--- src/rtl/alu_div_sequencer.sv ---
// Multi-cycle RV32M divide sequencer (DIV/DIVU/REM/REMU) that borrows the
// shared execute-stage ALU for every subtraction/negation it needs.
//
// Ports:
//   clk, rst            clock, synchronous active-high reset
//   start, op           request pulse (sampled in IDLE only), 00 DIV 01 DIVU 10 REM 11 REMU
//   dividend, divisor   rs1 / rs2, captured on the accepted start
//   busy, done, result  status, one-cycle done pulse, held quotient/remainder
//   alu_a/b/select      shared ALU drive, valid while busy (idle: 0/0/ADD)
//   alu_out             combinational ALU result, consumed in the same cycle
module alu_div_sequencer #(
  parameter int unsigned XLEN    = 32,
  parameter logic [3:0]  SEL_SUB = 4'b1000,
  parameter logic [3:0]  SEL_ADD = 4'b0000
) (
  input  logic            clk,
  input  logic            rst,
  input  logic            start,
  input  logic [1:0]      op,
  input  logic [XLEN-1:0] dividend,
  input  logic [XLEN-1:0] divisor,
  output logic            busy,
  output logic            done,
  output logic [XLEN-1:0] result,
  output logic [XLEN-1:0] alu_a,
  output logic [XLEN-1:0] alu_b,
  output logic [3:0]      alu_select,
  input  logic [XLEN-1:0] alu_out
);

  localparam int unsigned     CNT_W   = $clog2(XLEN);
  localparam logic [XLEN-1:0] MIN_NEG = {1'b1, {(XLEN-1){1'b0}}};

  typedef enum logic [2:0] {
    S_IDLE, S_NEG_A, S_NEG_B, S_ITER, S_FIX, S_DONE
  } state_t;

  state_t            state_q, state_d;
  logic [1:0]        op_q, op_d;
  logic [XLEN-1:0]   a_q, a_d, b_q, b_d, r_q, r_d, q_q, q_d;
  logic [CNT_W-1:0]  cnt_q, cnt_d;
  logic              sa_q, sa_d, sb_q, sb_d;
  logic              busy_d, done_d;
  logic [XLEN-1:0]   result_d;

  // Restoring-division step helpers, all derived from registered state.
  logic [XLEN-1:0] r_shift;
  logic            borrow, ge;
  logic [XLEN-1:0] fix_x;
  logic            fix_neg;

  assign r_shift = {r_q[XLEN-2:0], q_q[XLEN-1]};
  // Unsigned r_shift < b_q, recovered from the ALU difference sign bit.
  assign borrow  = (~r_shift[XLEN-1] & b_q[XLEN-1]) |
                   (~(r_shift[XLEN-1] ^ b_q[XLEN-1]) & alu_out[XLEN-1]);
  // A set bit shifted out of R means the 33-bit partial remainder exceeds B.
  assign ge      = r_q[XLEN-1] | ~borrow;
  assign fix_x   = op_q[1] ? r_q : q_q;
  assign fix_neg = op_q[1] ? sa_q : (sa_q ^ sb_q);

  // Next-state, datapath and ALU drive.
  always_comb begin
    state_d    = state_q;
    op_d       = op_q;
    a_d        = a_q;
    b_d        = b_q;
    r_d        = r_q;
    q_d        = q_q;
    cnt_d      = cnt_q;
    sa_d       = sa_q;
    sb_d       = sb_q;
    result_d   = result;
    alu_a      = '0;
    alu_b      = '0;
    alu_select = SEL_ADD;

    case (state_q)
      S_IDLE: begin
        if (start) begin
          op_d = op;
          a_d  = dividend;
          b_d  = divisor;
          sa_d = dividend[XLEN-1] & ~op[0];
          sb_d = divisor[XLEN-1] & ~op[0];
          if (divisor == '0) begin
            result_d = op[1] ? dividend : '1;
            state_d  = S_DONE;
          end else if (~op[0] && dividend == MIN_NEG && divisor == '1) begin
            result_d = op[1] ? '0 : MIN_NEG;
            state_d  = S_DONE;
          end else begin
            state_d = S_NEG_A;
          end
        end
      end
      S_NEG_A: begin
        alu_b      = a_q;
        alu_select = SEL_SUB;
        if (sa_q) a_d = alu_out;
        state_d = S_NEG_B;
      end
      S_NEG_B: begin
        alu_b      = b_q;
        alu_select = SEL_SUB;
        if (sb_q) b_d = alu_out;
        // A is already magnitude here; seed the quotient shifter with it.
        q_d     = a_q;
        r_d     = '0;
        cnt_d   = '0;
        state_d = S_ITER;
      end
      S_ITER: begin
        alu_a      = r_shift;
        alu_b      = b_q;
        alu_select = SEL_SUB;
        r_d        = ge ? alu_out : r_shift;
        q_d        = {q_q[XLEN-2:0], ge};
        cnt_d      = cnt_q + CNT_W'(1);
        if (cnt_q == CNT_W'(XLEN - 1)) state_d = S_FIX;
      end
      S_FIX: begin
        alu_b      = fix_x;
        alu_select = SEL_SUB;
        result_d   = fix_neg ? alu_out : fix_x;
        state_d    = S_DONE;
      end
      S_DONE:  state_d = S_IDLE;
      default: state_d = S_IDLE;
    endcase

    busy_d = (state_d != S_IDLE);
    done_d = (state_d == S_DONE);
  end

  // State and datapath registers.
  always_ff @(posedge clk) begin
    if (rst) begin
      state_q <= S_IDLE;
      op_q    <= '0;
      a_q     <= '0;
      b_q     <= '0;
      r_q     <= '0;
      q_q     <= '0;
      cnt_q   <= '0;
      sa_q    <= 1'b0;
      sb_q    <= 1'b0;
      busy    <= 1'b0;
      done    <= 1'b0;
      result  <= '0;
    end else begin
      state_q <= state_d;
      op_q    <= op_d;
      a_q     <= a_d;
      b_q     <= b_d;
      r_q     <= r_d;
      q_q     <= q_d;
      cnt_q   <= cnt_d;
      sa_q    <= sa_d;
      sb_q    <= sb_d;
      busy    <= busy_d;
      done    <= done_d;
      result  <= result_d;
    end
  end

endmodule

--- config.mk ---
export PLATFORM = sky130hd
export DESIGN_NAME = alu_div_sequencer
export DESIGN_NICKNAME = d
export VERILOG_FILES = /design/src/rtl/alu_div_sequencer.sv
export SDC_FILE = /design/constraint.sdc
export NUM_CORES = 1
export LEC_CHECK = 0
export ABC_AREA = 1
export CORE_UTILIZATION = 39
export DETAILED_ROUTE_END_ITERATION = 8
export GPL_TIMING_DRIVEN = 0
export SLEW_MARGIN = 20
export SYNTH_ARGS = -nofsm -noshare
export SYNTH_HDL_FRONTEND = slang
export SYNTH_SLANG_ARGS = --single-unit
--- constraint.sdc ---
create_clock -name clk -period 3.13 [get_ports clk]
set_input_delay 0.626 -clock clk [delete_from_list [all_inputs] [get_ports clk]]
set_output_delay 0.626 -clock clk [all_outputs]
set_load 0.05 [all_outputs]
# Word level (Yosys, flattened, before mapping)
# Index checks and enable logic that the tools add are counted.
totals:
  mem_bits_ro: 0
  mem_bits_rw: 0
  output_inout_bits: 102
  latch_bits: 0
  in_bits: 101
  elab_cells: 79
  mem_count: 0
  ff_bits: 174
op_classes:
  div: 0
  bitwise: 12
  shifts: 0
  mux: 27
  add_sub_neg: 1
  n_reduce_logical: 15
  multipliers: 0
  magnitude_cmp: 0
  eq_ne: 12
ops:
  columns: ["cell", "count"]
  rows:
  - ["two-way mux 32 bit", 13]
  - ["one-hot mux 32 bit (2 select lines)", 5]
  - ["one-hot mux 32 bit (3 select lines)", 1]
  - ["== test 32 bit, second input constant", 2]
  - ["logical NOT 32 bit", 1]
  - ["one-hot mux 3 bit (5 select lines)", 1]
  - ["two-way mux 3 bit", 4]
  - ["one-hot mux 5 bit (2 select lines)", 1]
  - ["AND reduction 3 bit", 3]
  - ["nonzero test 2 bit", 4]
  - ["== test 3 x 2 -> 1 bit, second input constant", 2]
  - ["== test 3 bit, second input constant", 2]
  - ["!= test 2 bit, second input constant", 3]
  - ["adder 5 x 1 -> 5 bit, second input constant", 1]
  - ["== test 5 bit, second input constant", 1]
  - ["AND 1 bit", 4]
  - ["two-way mux 4 bit", 1]
  - ["inverter 1 bit", 4]
  - ["OR reduction 4 bit", 1]
  - ["== test 3 x 1 -> 1 bit, second input constant", 1]
  - ["logical NOT 3 bit", 1]
  - ["!= test 3 bit, second input constant", 1]
  - ["nonzero test 3 bit", 1]
  - ["logical AND 1 bit", 2]
  - ["other kinds (5)", 7]

# Depth between registers and ports, before layout
depth:
  depth_word: 8
  depth_mapped: 13
  depth_no_buf: 11

# Worst setup path after synthesis
# OpenSTA, ideal clock, no wires.
synth_timing:
  path_kind: "reg2out"
  startpoint: "register state_q[1]"
  endpoint: "output port alu_b[20]"
  setup_slack_ns: 0.222
  arrival_time_ns: 2.282
  required_time_ns: 2.504
  path_stages_with_launch: 8
  n_path_buf: 2
  cell_sequence: "dfxtp_1 nor2_1 inv_1 nor2_2 inv_2 buf_2 clkbuf_1 o21ai_0"
synth_via:
  elab_chain_cells: 3
  elab_cells_between_ends: 6
  classes_between: "eq/ne (4); mux (1); reduce/logical (1)"
synth_rtl:
  columns: ["item", "line_no", "source"]
  rows:
  - ["start: declaration", "38", "state_t state_q, state_d;"]
  - ["start signal: assignment", "151", "state_q <= state_d;"]
  - ["== test 3 x 2 -> 1 bit", "77", "case (state_q)"]
  - ["OR reduction 2 bit (no line)", null, null]
  - ["one-hot mux 32 bit (3 select lines) (*)", "77", null]
  - ["end: declaration", "26", "output logic [XLEN-1:0] alu_b,"]
# Mark *: on every way between the ends. The rest lies on a longest branch, timed or not.

# Final worst setup path
layout_timing:
  startpoint: "register state_q[1]"
  endpoint: "output port alu_b[28]"
# Same word-level chain as after synthesis.

==> summary.txt <==
Detailed routing
  • Length of the first detailed-routing pass in iterations: 6
  • Wl on met1: 18200 um
  • Top layer used by detailed routing: met4
  • # DRC: 0
  • Routed met2 length: 19400 um
  • Drt via density: 5.58
  • DRT iter0 DRCs: 1286
  • Remaining antenna violation count: 0
  • DRT Wirelength: 43700 um
  • Wire per inst: 21.5 um
  • Routed wl met3: 4840 um
  • Via count: 11.4k

GRT
  • Initial antenna violation count: 2
  • First-pass GRT wire length: 64600 um
  • Total gr overflow: 0
  • All-Layer GR Usage: 35.8%
  • Number of global-route vias before repair: 10.7k
  • Pin count of the biggest net entering global routing: 20

STA
  • Max Slew Vio Count: 0
  • Period minus WS final: 3.06 ns
  • Worst Skew: 0.0156 ns
  • Relative slew slack: 31.8%
  • Final worst-path cycle share: 97.6%
  • Worst hold slack: 0.467 ns
  • Max Clk Rate: 0.327 GHz
  • Setup violations, final: 0
  • Final Hold Viols: 0
  • Worst-Margin Slew: 1.02 ns
  • Final worst slack: 0.0738 ns

Clocking
  • Root Driver: clkbuf_16
  • Worst-skew pair later-pin latency: 0.45 ns
  • Clk slew on worst S/H paths: 0.08 ns
  • Clock Path Buffers: 2
  • Total CTS buffers: 17
  • Clock net sink count: 173
  • CTS H-tree lvls: 4
  • Hold_buf cts: 0
  • CTS tree: done

Synthesis
  • Largest family of logic cells by synthesized area: compound AO/OA/AOI/OAI gates
  • Mapped Avg Cell Area: 6.32 um^2
  • Sequential share of the synthesized area: 37.1%
  • Mapped Cells: 1475
  • Mapped cell area: 9330 um^2
  • Synth Area in Adders: 0.402%
  • Async S/R FF share, synth: 0%
  • Seq cells post-synth: 173
  • Post-Synth Simple-Gate Area: 26.4%
  • Synth Area in XOR/XNOR: 0.174%
  • Yosys cell types: 27
  • Yosys Warn Count: 0
  • Multiplexer share of the synthesized area: 0%
  • Synth Area in Compound Gates: 26.9%
  • Top_reg_cell synth: dfxtp_1
  • Number of enable flip-flop cells after synthesis: 0

Worst hold path
  • Hold Crit Start: r_q[14]
  • WHS Path Cells: 2
  • Worst hold path class: register to register
  • Worst Hold Path EP: r_q[14]

Worst setup path
  • Critical path arrival: 2.43 ns
  • Worst-path maximum fanout: 10
  • Worst Path Required: 2.50 ns
  • R2r endpoint: b_q[22]
  • Startpoint types: register
  • Crit path kind: register to output pin
  • CP Capture Type: output pin
  • Count of cells along the worst register-to-register path: 9
  • R2r startpoint: state_q[1]
  • Worst R2R Setup Slack: 0.41 ns

Flow run
  • Max-Cap Viols: 0

Cells and area
  • Commonest non-fill, non-tap cells in the layout: nand2_1, o21ai_0, dfxtp_1
  • Final net count: 1806
  • Finished Layout Cells: 2035
  • Final instance area: 12400 um^2
  • Layout cell share with drive strength beyond 1: 9.04%
  • Fill cell count: 2433
  • Most common cell after layout, fill and taps aside: nand2_1
  • Layout area overhead: 33.2%

Floorplanning
  • Die ar.: 24500 um^2
  • Starting Density: 39.7%
  • FP Rows: 56
  • Core ar.: 23500 um^2
  • # IOs: 203
  • DIE HEIGHT: 157 um
  • Die X: 157 um

Pwr
  • Sw Pwr: 2.30 mW
  • Pleak: 4.92 nW
  • Combinational power share: 25.2%
  • Reg power frac: 38.5%
  • Power per standard cell area: 517 nW/um^2
  • Peak VDD IR: 0.315 mV
  • Part of the power in the clock network: 36.3%
  • Pint: 4.13 mW
  • Power Total: 6.43 mW
  • Net Sw Frac: 35.7%

Placement
  • PortBufs: 199
  • Post-Place Cells: 1995
  • Gp weighted congestion: 0.989
  • Post-DP HPWL: 32700 um
  • Placed Area: 11700 um^2
  • Setup WS pre-CTS: -0.863 ns

Outcome
  • Status: finished, final reports clean
==> registers in the layout, summed over array words and instances (netlist names) <==
signal,flops
op_q,1
result,32
state_q,3
cnt_q,5
a_q,32
done,1
busy,1
sb_q,1
q_q,32
r_q,32
b_q,32
sa_q,1
==> synth_stat cells (16+ instances only) <==
cell type / instances / area share [%]
o21ai_0: 184 / 9.9
o211ai_1: 47 / 3.8
a21oi_1: 74 / 4.0
dfxtp_1: 173 / 37
nand2_1: 460 / 19
a22oi_1: 16 / 1.3
inv_1: 92 / 3.7
a31oi_1: 88 / 5.9
nand3_1: 17 / 0.91
clkbuf_1: 89 / 3.6
nor2_1: 152 / 6.1
o21ai_1: 26 / 1.4
==> kinds of logic (layout without fill, tap and decap cells) <==
family,Yosys count,after routing
and+or+nand+nor,641,641
buffers and inverters,214,451
AOI/OAI and AO/OA,442,442
xor gates and xnor gates,1,1
other,1,5
DFF,173,173
adders and majority gates,3,3
==> stage by stage <==
stage | utilization (%) | TNS, ns
floorplan | - | 0
global placement | 50.0 | -36.46
detailed placement | 50.0 | -35.59
CTS | 52.8 | -0.00553
global route | 52.9 | -0.0350
finish | 53.0 | 0
==> metal layers <==
layer	track usage, %	up-vias
met5	0	-
met3	7.39	88
li1	-	5351
met1	47.8	5265
met2	56.7	659
met4	13.4	0
==> worst max-delay path by stage <==
stage                      to       start  slack, ns  cells past startpoint
global route         alu_a[9]  state_q[1]     -0.006                      8
floorplan           alu_b[20]  state_q[1]       0.22                      7
detailed placement   alu_b[0]  state_q[1]      -0.86                      9
global placement     alu_b[0]  state_q[1]      -0.85                      9
CTS                  alu_b[0]  state_q[1]     -0.006                      8
finish              alu_b[28]  state_q[1]       0.07                      6
==> worst max-delay path: stages (launching register included) <==
cell and delay (ns):
dfxtp_1 0.47, inv_2 0.10, nor2_2 0.35, clkbuf_4 0.38, a22oi_1 0.12, o21ai_1 0.15
clkdlybuf4s15_2 0.41
==> power groups by stage <==
stage / logic (mW) / clock network, mW / registers (mW)
floorplan: 0.883 / 0 / 2.49
global placement: 1.56 / 0 / 2.51
detailed placement: 1.57 / 0 / 2.51
CTS: 1.56 / 2.33 / 2.47
global route: 1.71 / 2.41 / 2.49
finish: 1.62 / 2.33 / 2.47
==> final cells by class <==
cell class              count  area (um^2)  area share [%]
repair buffers            209         2020            16.2
inverters                  99          378            3.04
flip-flops and latches    173         3460            27.9
clock buffers              18          439            3.53
well taps                 319          399            3.21
diodes                      2         5.00          0.0403
clock inverters            13          178            1.43
plain buffers             112          488            3.93
multi-input cells        1090         5060            40.7
==> timing repair <==
item                       CTS  global route
setup buffers                6             4
hold endpoints to repair     0             0
setup endpoints to repair   65            61
pin swaps                    3             5
resized for setup          280            30
cloned                       0             0
Note: power is estimated with default switching activity, not from simulation.
